==> config.mk <==
export PLATFORM = sky130hd
export DESIGN_NAME = sw_event_conditioner
export DESIGN_NICKNAME = d
export VERILOG_FILES = /design/src/rtl/sw_event_conditioner.sv
export SDC_FILE = /design/constraint.sdc
export NUM_CORES = 1
export LEC_CHECK = 0
export BUFFER_PORTS_ARGS = -buffer_cell sky130_fd_sc_hd__clkbuf_2
export CAP_MARGIN = 20
export CORE_UTILIZATION = 50
export DETAILED_ROUTE_END_ITERATION = 6
export PLACE_DENSITY_LB_ADDON = 0.3
export REMOVE_ABC_BUFFERS = 1
export SYNTH_ARGS = -nofsm -noshare
export SYNTH_HDL_FRONTEND = slang
export SYNTH_SLANG_ARGS = --single-unit
==> constraint.sdc <==
create_clock -name CLOCK_50 -period 3.3 [get_ports CLOCK_50]
set_clock_uncertainty 0.15 [all_clocks]
set_input_delay 0.165 -clock CLOCK_50 [delete_from_list [all_inputs] [get_ports CLOCK_50]]
set_output_delay 0.165 -clock CLOCK_50 [all_outputs]
set_load 0.005 [all_outputs]
==> src/rtl/sw_event_conditioner.sv <==
`default_nettype none
// ============================================================================
// sw_event_conditioner : debounces ride-queue switches into handshaked events
// Rev 1.0
// ============================================================================
module sw_event_conditioner #(
    parameter int DEBOUNCE_CYCLES = 500000
) (
    input  logic       CLOCK_50,
    input  logic       RST_N,
    input  logic [4:0] SW,
    input  logic       EV_READY,
    output logic       EV_VALID,
    output logic [1:0] EV_CODE,
    output logic       EV_CLEAR,
    output logic       ERR_MULTI
);
    localparam int               CNT_W   = $clog2(DEBOUNCE_CYCLES + 1);
    localparam logic [CNT_W-1:0] CNT_MAX = CNT_W'(DEBOUNCE_CYCLES - 1);

    typedef enum logic [1:0] {
        IDLE     = 2'd0,
        ISSUE    = 2'd1,
        WAIT_REL = 2'd2
    } state_t;

    logic [4:0]       sync1_q, sync2_q, samp_q, stab_pat_q;
    logic [CNT_W-1:0] cnt_q;
    logic             stable_q;

    state_t           state_q, state_d;
    logic             valid_q, valid_d;
    logic [1:0]       code_q, code_d;
    logic             clear_q, clear_d;
    logic             err_q, err_d;
    logic             clr_held_q, clr_held_d;
    logic [1:0]       op_code;

    // stable_q/stab_pat_q are registered together so the FSM always sees the
    // pattern that actually satisfied the hold time, even if p moves that edge.
    always_ff @(posedge CLOCK_50 or negedge RST_N) begin
        if (!RST_N) begin
            sync1_q    <= '0;
            sync2_q    <= '0;
            samp_q     <= '0;
            stab_pat_q <= '0;
            cnt_q      <= '0;
            stable_q   <= 1'b0;
        end else begin
            sync1_q    <= SW;
            sync2_q    <= sync1_q;
            samp_q     <= sync2_q;
            if (sync2_q != samp_q) begin
                cnt_q <= '0;
            end else if (cnt_q != CNT_MAX) begin
                cnt_q <= cnt_q + CNT_W'(1);
            end
            stable_q   <= (cnt_q == CNT_MAX);
            stab_pat_q <= samp_q;
        end
    end

    always_comb begin
        op_code = 2'b00;
        if (stab_pat_q[3]) begin
            op_code = 2'b11;
        end else if (stab_pat_q[2]) begin
            op_code = 2'b10;
        end else if (stab_pat_q[1]) begin
            op_code = 2'b01;
        end
    end

    always_comb begin
        state_d    = state_q;
        valid_d    = valid_q;
        code_d     = code_q;
        clear_d    = 1'b0;
        err_d      = 1'b0;
        clr_held_d = clr_held_q;
        // clr_held_q keeps a held clear switch from pulsing EV_CLEAR again
        if (stable_q && stab_pat_q[4]) begin
            state_d = WAIT_REL;
            valid_d = 1'b0;
            if (!clr_held_q) begin
                clear_d    = 1'b1;
                clr_held_d = 1'b1;
            end
        end else begin
            if (stable_q) begin
                clr_held_d = 1'b0;
            end
            case (state_q)
                IDLE: begin
                    if (stable_q && (stab_pat_q[3:0] != 4'b0000)) begin
                        if ($onehot(stab_pat_q[3:0])) begin
                            state_d = ISSUE;
                            valid_d = 1'b1;
                            code_d  = op_code;
                        end else begin
                            err_d   = 1'b1;
                            state_d = WAIT_REL;
                        end
                    end
                end
                ISSUE: begin
                    if (valid_q && EV_READY) begin
                        valid_d = 1'b0;
                        state_d = WAIT_REL;
                    end
                end
                WAIT_REL: begin
                    if (stable_q && (stab_pat_q == 5'b00000)) begin
                        state_d = IDLE;
                    end
                end
                default: state_d = IDLE;
            endcase
        end
    end

    always_ff @(posedge CLOCK_50 or negedge RST_N) begin
        if (!RST_N) begin
            state_q    <= IDLE;
            valid_q    <= 1'b0;
            code_q     <= 2'b00;
            clear_q    <= 1'b0;
            err_q      <= 1'b0;
            clr_held_q <= 1'b0;
        end else begin
            state_q    <= state_d;
            valid_q    <= valid_d;
            code_q     <= code_d;
            clear_q    <= clear_d;
            err_q      <= err_d;
            clr_held_q <= clr_held_d;
        end
    end

    assign EV_VALID  = valid_q;
    assign EV_CODE   = code_q;
    assign EV_CLEAR  = clear_q;
    assign ERR_MULTI = err_q;

endmodule
`default_nettype wire

==> Yosys cells after proc, flatten, opt, wreduce, memory -nomap -nowiden <==
Index checks and enable logic that the tools add are counted.
{ "totals": {"ff_bits": 48, "latchBits": 0, "ram_bits": 0, "romBits": 0, "input_bits": 8, "mem_count": 0} }
{ "classes": {"n_addsub": 4, "n_mul": 0, "div": 0, "magnitude_cmp": 0, "eq_ne": 10, "shifts": 0, "n_mux": 24, "bitwise_logic": 1, "reduce_logical": 13} }
{ "ops": {"columns": ["operator", "count"], "rows": [
  ["19-bit two-way mux", 2],
  ["19-bit by 1-bit adder with 19-bit output (second input constant)", 1],
  ["19-bit == test (second input constant)", 1],
  ["19-bit != test (second input constant)", 1],
  ["2-bit two-way mux", 7],
  ["1-bit two-way mux", 13],
  ["3-bit != test (second input constant)", 4],
  ["4-bit AND reduction", 2],
  ["2-bit one-hot mux with 3 select lines", 1],
  ["5-bit logical NOT", 1],
  ["5-bit != test", 1],
  ["1-bit by 1-bit adder with 2-bit output", 2],
  ["1-bit logical AND", 4],
  ["2-bit nonzero test", 2],
  ["4-bit nonzero test", 1],
  ["2-bit by 2-bit adder with 3-bit output", 1],
  ["3-bit by 1-bit == test with 1-bit output (second input constant)", 1],
  ["3-bit AND reduction", 1],
  ["3-bit nonzero test", 1],
  ["2-bit by 1-bit == test with 1-bit output (second input constant)", 1],
  ["2-bit == test (second input constant)", 1],
  ["2-bit logical NOT", 1],
  ["1-bit one-hot mux with 2 select lines", 1],
  ["1-bit NOT", 1]
]} }

==> Longest topological paths before layout <==
Gate-level depths: netlist of the first run.
{ "logic_depth": {"word_depth": 7, "mapped_depth": 9, "depth_no_buf": 9} }

==> Worst setup path before layout of the first run <==
No wires, ideal clock.
{ "synth_path": {"path_kind": "register -> register", "from": "reg stab_pat_q[0]", "to": "reg code_q[0] (netlist: EV_CODE[0])", "arrival_ns": 2.192, "t_required_ns": 3.025, "path_slack_ns": 0.833, "stages_incl_launch_ff": 10, "path_buffers": 0, "synth_period_minus_slack_ns": 2.467, "path_cell_list": "dfrtp_1 -> inv_1 -> fa_1 -> inv_1 -> ha_1 -> ha_1 -> nor3b_1 -> o211a_1 -> nand2b_1 -> mux2_2"} }
{ "synth_between": {"elab_chain_len": 4, "elab_cells_between_ends": 6, "cone_classes": "2 x add/sub; 1 x eq/ne; 3 x reduce/logical"} }
{ "synth_lines": {"columns": ["item", "line_no", "source"], "rows": [
  ["start: declaration", "27", "logic [4:0] sync1_q, sync2_q, samp_q, stab_pat_q;"],
  ["start signal: assignment", "59", "stab_pat_q <= samp_q;"],
  ["1-bit by 1-bit adder with 2-bit output (implied by the code)", "96", "if ($onehot(stab_pat_q[3:0])) begin"],
  ["2-bit by 2-bit adder with 3-bit output (implied by the code)", "96", null],
  ["3-bit by 1-bit == test with 1-bit output", "96", null],
  ["4-bit AND reduction (no line) *", null, null],
  ["end signal: assignment", "133", "code_q <= code_d;"],
  ["end: declaration", "33", "logic [1:0] code_q, code_d;"]
]} }
Mark *: on every way between the ends. The rest lies on a longest branch, timed or not.
A chain may end at the register's enable or synchronous reset.

==> Worst setup path after layout of the first run <==
{ "layout_path": {"from": "reg stab_pat_q[0]", "to": "reg code_q[1] (netlist: EV_CODE[1])"} }
The elaborated chain is that of the path after synthesis.

==> out/results.txt, run 1 <==
row count: 22
required time at the endpoint of the critical path: 3.33 ns
clock root buffer master: sky130_fd_sc_hd__clkbuf_8
sequential share of the synthesized area: 59.0%
CP Buf/Inv Count: 2
combinational share of power: 3.9%
pwr dens: 515 nW/um2
top area cells in the synthesized netlist: sky130_fd_sc_hd__dfrtp_1 59%, sky130_fd_sc_hd__xor2_1 3.0%, sky130_fd_sc_hd__xnor2_1 2.6%
crit path kind: reg -> reg
async set or reset register ratio after synthesis: 100%
die extent in y: 65.8 um
drt via density: 5.40
crit path DAT: 2.68 ns
final setup fails: 0
most frequent cells after synthesis: 48 x sky130_fd_sc_hd__dfrtp_1, 12 x sky130_fd_sc_hd__inv_1, 12 x sky130_fd_sc_hd__nor2_1, 10 x sky130_fd_sc_hd__a21oi_1, 9 x sky130_fd_sc_hd__nand3_1
Synth top area share: 59.0%
leftover overflow at the end of global routing: 0
main combinational cell family by area after synthesis: simple AND/OR/NAND/NOR gates
max_slew headroom: 52.5%
number of cell instances on the worst register-to-register path: 9
part of the power in registers: 49.5%
post-synthesis to final-layout area growth: 16.9%
Routability Congestion: 0.817
post-synthesis area per instance: 11.4 um2
mapped cell area: 2040 um2
leakage power: 1.01 nW
max incr delay on CP: 0.53 ns
max-slew violation count: 0
maximum number of pins on one net before global-route repair: 47
worst-case register-to-register setup slack: 0.66 ns
number of hold violations in the final report: 0
synth unique cells: 39
fraction of final layout cells sized beyond drive strength 1: 12.7%
compound-cell area share of the yosys netlist: 9.64%
xor and xnor fraction of the mapped netlist area: 5.59%
all-layer global routing usage: 19.3%
element type at the critical path end: flip-flop
CP max stage cell: sky130_fd_sc_hd__fa_1
total power of the final layout: 1.23 mW
number of antenna cells inserted: 0
final net count: 216
startpoint class of the critical path: flip-flop
wire length of the first global-routing pass: 6200 um
detailed-route wire length: 3450 um
clock tree from TritonCTS: built
DPL Wire Length: 2340 um
Max-cap violations: 0
cell with the most instances after synthesis: sky130_fd_sc_hd__dfrtp_1
portion of total power attributed to the clock network: 46.6%
register bit count reported by yosys: 48
share of cell area taken by muxes after synthesis: 2.58%
Internal Pwr Total: 0.998 mW
vias in the first global route: 1,413
Fin Setup TNS: 0 ns
Top-Level Pins: 13
initial DRC count: 35
highest attainable clock frequency: 0.378 GHz
slew of the pin with the lowest slew margin: 0.707 ns
worst voltage drop across the vdd grid: 0.379 mV
cell count after placement: 237
cell accounting for the most synthesized area: sky130_fd_sc_hd__dfrtp_1
setup repair after global routing missed its margin: false
WL per Instance: 13.7 um
synthesized instance count: 179
result of the run: complete, no violations
share of synthesized cell area in and, or, nand and nor gates: 17.0%
Clock Pin Slew Worst Setup and Hold Paths: 0.08 ns
area of the core: 3770 um2
IO Port Bufs: 12
postcts setup bufs: 0
switching part of the total power: 18.6%
drt drc: 0
total CTS buffers: 5
die outline area: 4330 um2
number of antenna violations at the first check in global routing: 0
count of vias placed by the detailed router: 1,362
maximum fanout count along the critical path: 3
ordered cell list for the critical path: inv_1 > fa_1 > inv_1 > ha_1 > ha_1 > nor3b_1 > o211a_1 > nand2b_1 > mux2_2
H-tree Lvls: 2
clock latency at the later pin of the worst-skew pair: 0.30 ns
number of synthesized flops with an enable pin: 0
Synth Area in Adders: 3.44%
initial core utilization: 54.0%
post-route fraction of the period consumed by the critical path: 80.1%
P_sw: 0.229 mW
clock tree buffer depth: 2
Reg2Reg Launch Point: stab_pat_q[0]$_DFF_PN0_
fin crit period: 2.64 ns
number of routed nets with antenna violations: 0
total iterations of the first detailed-routing run: 4
count of synthesis-stage warnings from yosys: 0
Worst Hold Class: in -> async
dominant register cell in the synthesized netlist: sky130_fd_sc_hd__dfrtp_1
capture instance of the worst register-to-register path: EV_CODE[1]$_DFFE_PN0P_
cell class contributing the biggest share of worst-path delay: adder cells
clock sink count: 48
die boundary width: 65.8 um
final cell count without fillers: 252
-- worst max path at each step --
stage	from	endpoint	slack, ns	cells after the start
floorplan	stab_pat_q[0]$_DFF_PN0_	EV_CODE[0]$_DFFE_PN0P_	0.83	9
global placement	stab_pat_q[0]$_DFF_PN0_	EV_CODE[1]$_DFFE_PN0P_	0.76	9
detailed placement	stab_pat_q[0]$_DFF_PN0_	EV_CODE[1]$_DFFE_PN0P_	0.69	9
CTS	stab_pat_q[0]$_DFF_PN0_	EV_CODE[1]$_DFFE_PN0P_	0.67	9
global route	stab_pat_q[0]$_DFF_PN0_	EV_CODE[1]$_DFFE_PN0P_	0.51	9
finish	stab_pat_q[0]$_DFF_PN0_	EV_CODE[1]$_DFFE_PN0P_	0.66	9
-- cell usage in the layout, fill, tap and decap left out, types with 4 or more instances in the layout --
cell / instances
sky130_fd_sc_hd__nor3_1: 7
sky130_fd_sc_hd__clkbuf_2: 12
sky130_fd_sc_hd__nor2_1: 12
sky130_fd_sc_hd__a21oi_1: 10
sky130_fd_sc_hd__dlygate4sd3_1: 7
sky130_fd_sc_hd__xnor2_1: 6
sky130_fd_sc_hd__nand2_1: 8
sky130_fd_sc_hd__nand4_1: 4
sky130_fd_sc_hd__nand3_1: 9
sky130_fd_sc_hd__dfrtp_1: 48
sky130_fd_sc_hd__xor2_1: 7
sky130_fd_sc_hd__o21ai_0: 6
sky130_fd_sc_hd__inv_1: 12
sky130_fd_sc_hd__nand3b_1: 4
sky130_fd_sc_hd__or3_1: 4
sky130_fd_sc_hd__ha_1: 4
sky130_fd_sc_hd__or4_1: 4
sky130_fd_sc_hd__nor4_1: 4
sky130_fd_sc_hd__clkbuf_8: 5
-- flip-flops by register name (all words and copies together) (netlist names), 2 cells and up --
name / count
sync1_q: 5
stab_pat_q: 5
samp_q: 5
EV_CODE: 2
sync2_q: 5
state_q: 2
cnt_q: 19
-- layer usage --
metal | vias up | global-route usage [%] | wire length (um)
li1 | 683 | - | -
met5 | - | 0 | 0
met4 | 0 | 10.6 | 57
met1 | 657 | 24.0 | 1610
met3 | 4 | 5.00 | 93
met2 | 18 | 30.6 | 1690
-- power by group through the flow --
stage          logic (mW)  clock network (mW)  registers, mW
6_report           0.0481               0.571          0.607
5_1_grt            0.0555               0.601          0.610
4_1_cts            0.0496               0.579          0.608
3_5_place_dp       0.0429                   0          0.619
3_3_place_gp       0.0407                   0          0.618
2_1_floorplan      0.0212                   0          0.617
-- cells by family after synthesis --
family          Yosys count
mux                       5
buf+inv                  15
compound gates           30
fa+ha+maj                 5
simple gates             63
xor+xnor                 13
flops                    48
-- stage by stage --
stage	cell area, um2	setup WS, ns	hold WS [ns]	util [%]
2_1_floorplan	2020	0.833	-0.281	-
3_3_place_gp	2150	0.755	-0.194	57.1
3_5_place_dp	2150	0.694	-0.186	57.1
4_1_cts	2380	0.665	0.0385	63.1
5_1_grt	2380	0.512	0.0397	63.1
6_report	2380	0.658	0.0368	63.1
-- worst reg2reg max path: stages (launching register included) --
cell                       delay (ns)
sky130_fd_sc_hd__dfrtp_1         0.33
sky130_fd_sc_hd__inv_1           0.07
sky130_fd_sc_hd__fa_1            0.53
sky130_fd_sc_hd__inv_1           0.04
sky130_fd_sc_hd__ha_1            0.17
sky130_fd_sc_hd__ha_1            0.26
sky130_fd_sc_hd__nor3b_1         0.36
sky130_fd_sc_hd__o211a_1         0.26
sky130_fd_sc_hd__nand2b_1        0.09
sky130_fd_sc_hd__mux2_2          0.28
-- cell type report --
| type | count | area [um2] |
|---|---|---|
| Fill cell | 316 | 1390 |
| Sequential cell | 48 | 1200 |
| Multi-Input combinational cell | 116 | 778 |
| Timing Repair Buffer | 20 | 138 |
| Clock inverter | 3 | 90.1 |
| Clock buffer | 5 | 68.8 |
| Tap cell | 48 | 60.1 |
| Inverter | 12 | 45.0 |
-- what timing repair did --
item,in CTS,in global routing
resized for setup,0,0
hold buffers,7,0
setup endpoints to repair,0,0
endpoints found under the hold margin,54,0
Power figures use the tool's default switching activity.
==> run 2: changes to the inputs <==
ABC_AREA = 1   (was not set)
clock period = 2.54 ns   (was 3.3 ns; I/O delays follow)
==> run 2 against run 1 <==
Effect of this change:
- first-iteration DRC count rose by 150%
- fmax grew 15%
- routed wire length is 24% higher
- clock-buffer cell count is the same
- via count grew 41%
- critical endpoint is now EV_CODE[0]$_DFFE_PN0P_
- highest routed layer unchanged
==> out/results.txt, run 2 <==
number of antenna cells inserted: 0 (unchanged)
register bit count reported by yosys: 48 (unchanged)
number of antenna violations at the first check in global routing: 0 (unchanged)
leakage power: 1.22 nW (was 1.01 nW)
detailed-route wire length: 4280 um (was 3450 um)
post-synthesis area per instance: 8.18 um2 (was 11.4 um2)
max-slew violation count: 0 (unchanged)
CP Buf/Inv Count: 3 (was 2)
count of synthesis-stage warnings from yosys: 0 (unchanged)
total iterations of the first detailed-routing run: 4 (unchanged)
max_slew headroom: 44.0% (was 52.5%)
fin crit period: 2.30 ns (was 2.64 ns)
post-route cell area: 2670 um2 (was 2380 um2)
crit path kind: reg -> reg (unchanged)
synthesized instance count: 286 (was 179)
vias in the first global route: 1,786 (was 1,413)
cell with the most instances after synthesis: sky130_fd_sc_hd__nand2_1 (was sky130_fd_sc_hd__dfrtp_1)
sequential share of the synthesized area: 51.4% (was 59.0%)
final net count: 325 (was 216)
cell accounting for the most synthesized area: sky130_fd_sc_hd__dfrtp_1 (unchanged)
post-route fraction of the period consumed by the critical path: 90.5% (was 80.1%)
cell repeated most along the worst path: sky130_fd_sc_hd__inv_1
Worst Hold Class: in -> reg (was in -> async)
clock sink count: 48 (unchanged)
Clock Pin Slew Worst Setup and Hold Paths: 0.09 ns (was 0.08 ns)
fraction of final layout cells sized beyond drive strength 1: 10.2% (was 12.7%)
synth unique cells: 23 (was 39)
drt via density: 5.26 (was 5.40)
xor and xnor fraction of the mapped netlist area: 3.00% (was 5.59%)
pwr dens: 565 nW/um2 (was 515 nW/um2)
top area cells in the synthesized netlist: sky130_fd_sc_hd__dfrtp_1 51%, sky130_fd_sc_hd__nand2_1 10%, sky130_fd_sc_hd__nor2_1 8.3% (was sky130_fd_sc_hd__dfrtp_1 59%, sky130_fd_sc_hd__xor2_1 3.0%, sky130_fd_sc_hd__xnor2_1 2.6%)
highest-utilization routing layer at the global route stage: met2 (unchanged)
share of cell area taken by muxes after synthesis: 0% (was 2.58%)
number of synthesized flops with an enable pin: 0 (unchanged)
highest attainable clock frequency: 0.435 GHz (was 0.378 GHz)
number of filler cells placed in the layout: 388 (was 316)
dominant register cell in the synthesized netlist: sky130_fd_sc_hd__dfrtp_1 (unchanged)
most flop-heavy register: cnt_q (unchanged)
H-tree Lvls: 2 (unchanged)
most common cell after layout, fill and taps aside: sky130_fd_sc_hd__nand2_1 (was sky130_fd_sc_hd__dfrtp_1)
Max-cap violations: 0 (unchanged)
share of synthesized cell area in and, or, nand and nor gates: 33.5% (was 17.0%)
CP max stage cell: sky130_fd_sc_hd__fa_1 (unchanged)
clock tree buffer depth: 2 (unchanged)
initial DRC count: 87 (was 35)
wire length of the first global-routing pass: 7550 um (was 6200 um)
most frequent cells after synthesis: 63 x sky130_fd_sc_hd__nand2_1, 52 x sky130_fd_sc_hd__nor2_1, 48 x sky130_fd_sc_hd__dfrtp_1, 36 x sky130_fd_sc_hd__inv_1, 27 x sky130_fd_sc_hd__nand3_1 (was 48 x sky130_fd_sc_hd__dfrtp_1, 12 x sky130_fd_sc_hd__inv_1, 12 x sky130_fd_sc_hd__nor2_1, 10 x sky130_fd_sc_hd__a21oi_1, 9 x sky130_fd_sc_hd__nand3_1)
met2 Track Usage GR: 30.4% (was 30.6%)
commonest non-fill, non-tap cells in the layout: 63 x sky130_fd_sc_hd__nand2_1, 52 x sky130_fd_sc_hd__nor2_1, 48 x sky130_fd_sc_hd__dfrtp_1 (was 48 x sky130_fd_sc_hd__dfrtp_1, 12 x sky130_fd_sc_hd__inv_1, 12 x sky130_fd_sc_hd__nor2_1, 12 x sky130_fd_sc_hd__clkbuf_2, 10 x sky130_fd_sc_hd__a21oi_1)
mapped cell area: 2340 um2 (was 2040 um2)
maximum number of pins on one net before global-route repair: 38 (was 47)
WL per Instance: 11.7 um (was 13.7 um)
IO Port Bufs: 12 (unchanged)
die boundary width: 70.4 um (was 65.8 um)
main combinational cell family by area after synthesis: simple AND/OR/NAND/NOR gates (unchanged)
ordered cell list for the critical path: inv_1 > fa_1 > inv_1 > ha_1 > ha_1 > inv_1 > nand4_1 > nor2_1 > nor2_1 > a21oi_1 (was inv_1 > fa_1 > inv_1 > ha_1 > ha_1 > nor3b_1 > o211a_1 > nand2b_1 > mux2_2)
async set or reset register ratio after synthesis: 100% (unchanged)
count of vias placed by the detailed router: 1,920 (was 1,362)
all-layer global routing usage: 19.2% (was 19.3%)
initial core utilization: 53.0% (was 54.0%)
clock tree from TritonCTS: built (unchanged)
area of the core: 4410 um2 (was 3770 um2)
row count: 24 (was 22)
result of the run: complete, no violations (unchanged)
post-synthesis to final-layout area growth: 14.2% (was 16.9%)
element type at the critical path end: flip-flop (unchanged)
number of routed nets with antenna violations: 0 (unchanged)
max incr delay on CP: 0.54 ns (was 0.53 ns)
final setup fails: 0 (unchanged)
number of hold violations in the final report: 0 (unchanged)
slew of the pin with the lowest slew margin: 0.840 ns (was 0.707 ns)
total cell area at the placement stage: 2470 um2 (was 2150 um2)
die outline area: 4950 um2 (was 4330 um2)
number of flip-flops in the largest register: 19 (unchanged)
clock latency at the later pin of the worst-skew pair: 0.30 ns (about the same)
drt drc: 0 (unchanged)
met1 capacity usage during global routing: 26.2% (was 24.0%)
routing usage on met3: 3.75% (was 5.00%)
total CTS buffers: 5 (unchanged)
Top-Level Pins: 13 (unchanged)
cell class contributing the biggest share of worst-path delay: adder cells (unchanged)
required time at the endpoint of the critical path: 2.60 ns (was 3.33 ns)
Routability Congestion: 0.871 (was 0.817)
Post-CTS Resized: 0 (unchanged)
Synth Area in Adders: 3.00% (was 3.44%)
crit path DAT: 2.36 ns (was 2.68 ns)
Fin Setup TNS: 0 ns (unchanged)
setup repair after global routing missed its margin: false (unchanged)
worst voltage drop across the vdd grid: 0.454 mV (was 0.379 mV)
maximum fanout count along the critical path: 4 (was 3)
leftover overflow at the end of global routing: 0 (unchanged)
startpoint class of the critical path: flip-flop (unchanged)
die extent in y: 70.4 um (was 65.8 um)
clock root buffer master: sky130_fd_sc_hd__clkbuf_8 (unchanged)
postcts setup bufs: 0 (unchanged)
compound-cell area share of the yosys netlist: 3.00% (was 9.64%)
Synth top area share: 51.4% (was 59.0%)
hold buffers post-CTS: 6 (was 7)
DPL Wire Length: 3240 um (was 2340 um)
run 2: metal layers:
layer  vias up  wire length (um)
li1        957                 -
met1       899              1970
met2        53              2020
met3        11               205
met4         0                86
met5         -                 0
run 2: worst register-to-register path, delay by kind of cell, from the launching register on:
family	cells	cell delay (ns)
simple gates	3	0.43
fa+ha+maj	3	0.97
compound gates	1	0.16
flops	1	0.33
buf+inv	3	0.18
run 2: cell families (layout without fill, tap and decap cells):
group / after synthesis / after routing
simple gates: 173 / 173
flops: 48 / 48
buf+inv: 38 / 65
compound gates: 14 / 14
xor+xnor: 8 / 8
fa+ha+maj: 5 / 5
run 2: where the power goes:
part | switching (mW) | internal [mW]
combinational | 0.0408 | 0.0272
clock | 0.256 | 0.396
sequential | 0.00869 | 0.780
run 2: cell type report:
type / count / area, um2 / share of cell area, %
Sequential cell: 48 / 1200 / 45.0
Timing Repair Buffer: 20 / 135 / 5.06
Clock inverter: 3 / 68.8 / 2.58
Inverter: 37 / 139 / 5.20
Clock buffer: 5 / 68.8 / 2.58
Multi-Input combinational cell: 200 / 993 / 37.2
Tap cell: 52 / 65.1 / 2.44
run 2: stage by stage:
stage / worst slack (ns) / util [%] / hold WS [ns] / power (mW) / instances
2_1_floorplan: 0.451 / - / -0.319 / 0.836 / 285
3_3_place_gp: 0.401 / 56.0 / 0.0847 / 0.863 / 351
3_5_place_dp: 0.216 / 56.0 / 0.0866 / 0.867 / 351
4_1_cts: 0.223 / 60.5 / 0.0395 / 1.53 / 365
5_1_grt: 0.0732 / 60.5 / 0.0819 / 1.56 / 365
6_report: 0.241 / 60.5 / 0.0470 / 1.51 / 365
run 2: path summary, 6_finish.rpt:
check / cells after the start / slack (ns) / end / start
min in group asynchronous: 2 / 0.30 / EV_CODE[1]$_DFFE_PN0P_ / RST_N
max in group asynchronous: 3 / 1.30 / cnt_q[4]$_DFFE_PN0P_ / RST_N
setup reg to reg: 10 / 0.24 / EV_CODE[0]$_DFFE_PN0P_ / stab_pat_q[0]$_DFF_PN0_
hold reg to reg: 0 / 0.20 / sync2_q[4]$_DFF_PN0_ / sync1_q[4]$_DFF_PN0_
hold / removal: 4 / 0.05 / state_q[0]$_DFFE_PN0P_ / EV_READY
setup / recovery: 10 / 0.24 / EV_CODE[0]$_DFFE_PN0P_ / stab_pat_q[0]$_DFF_PN0_
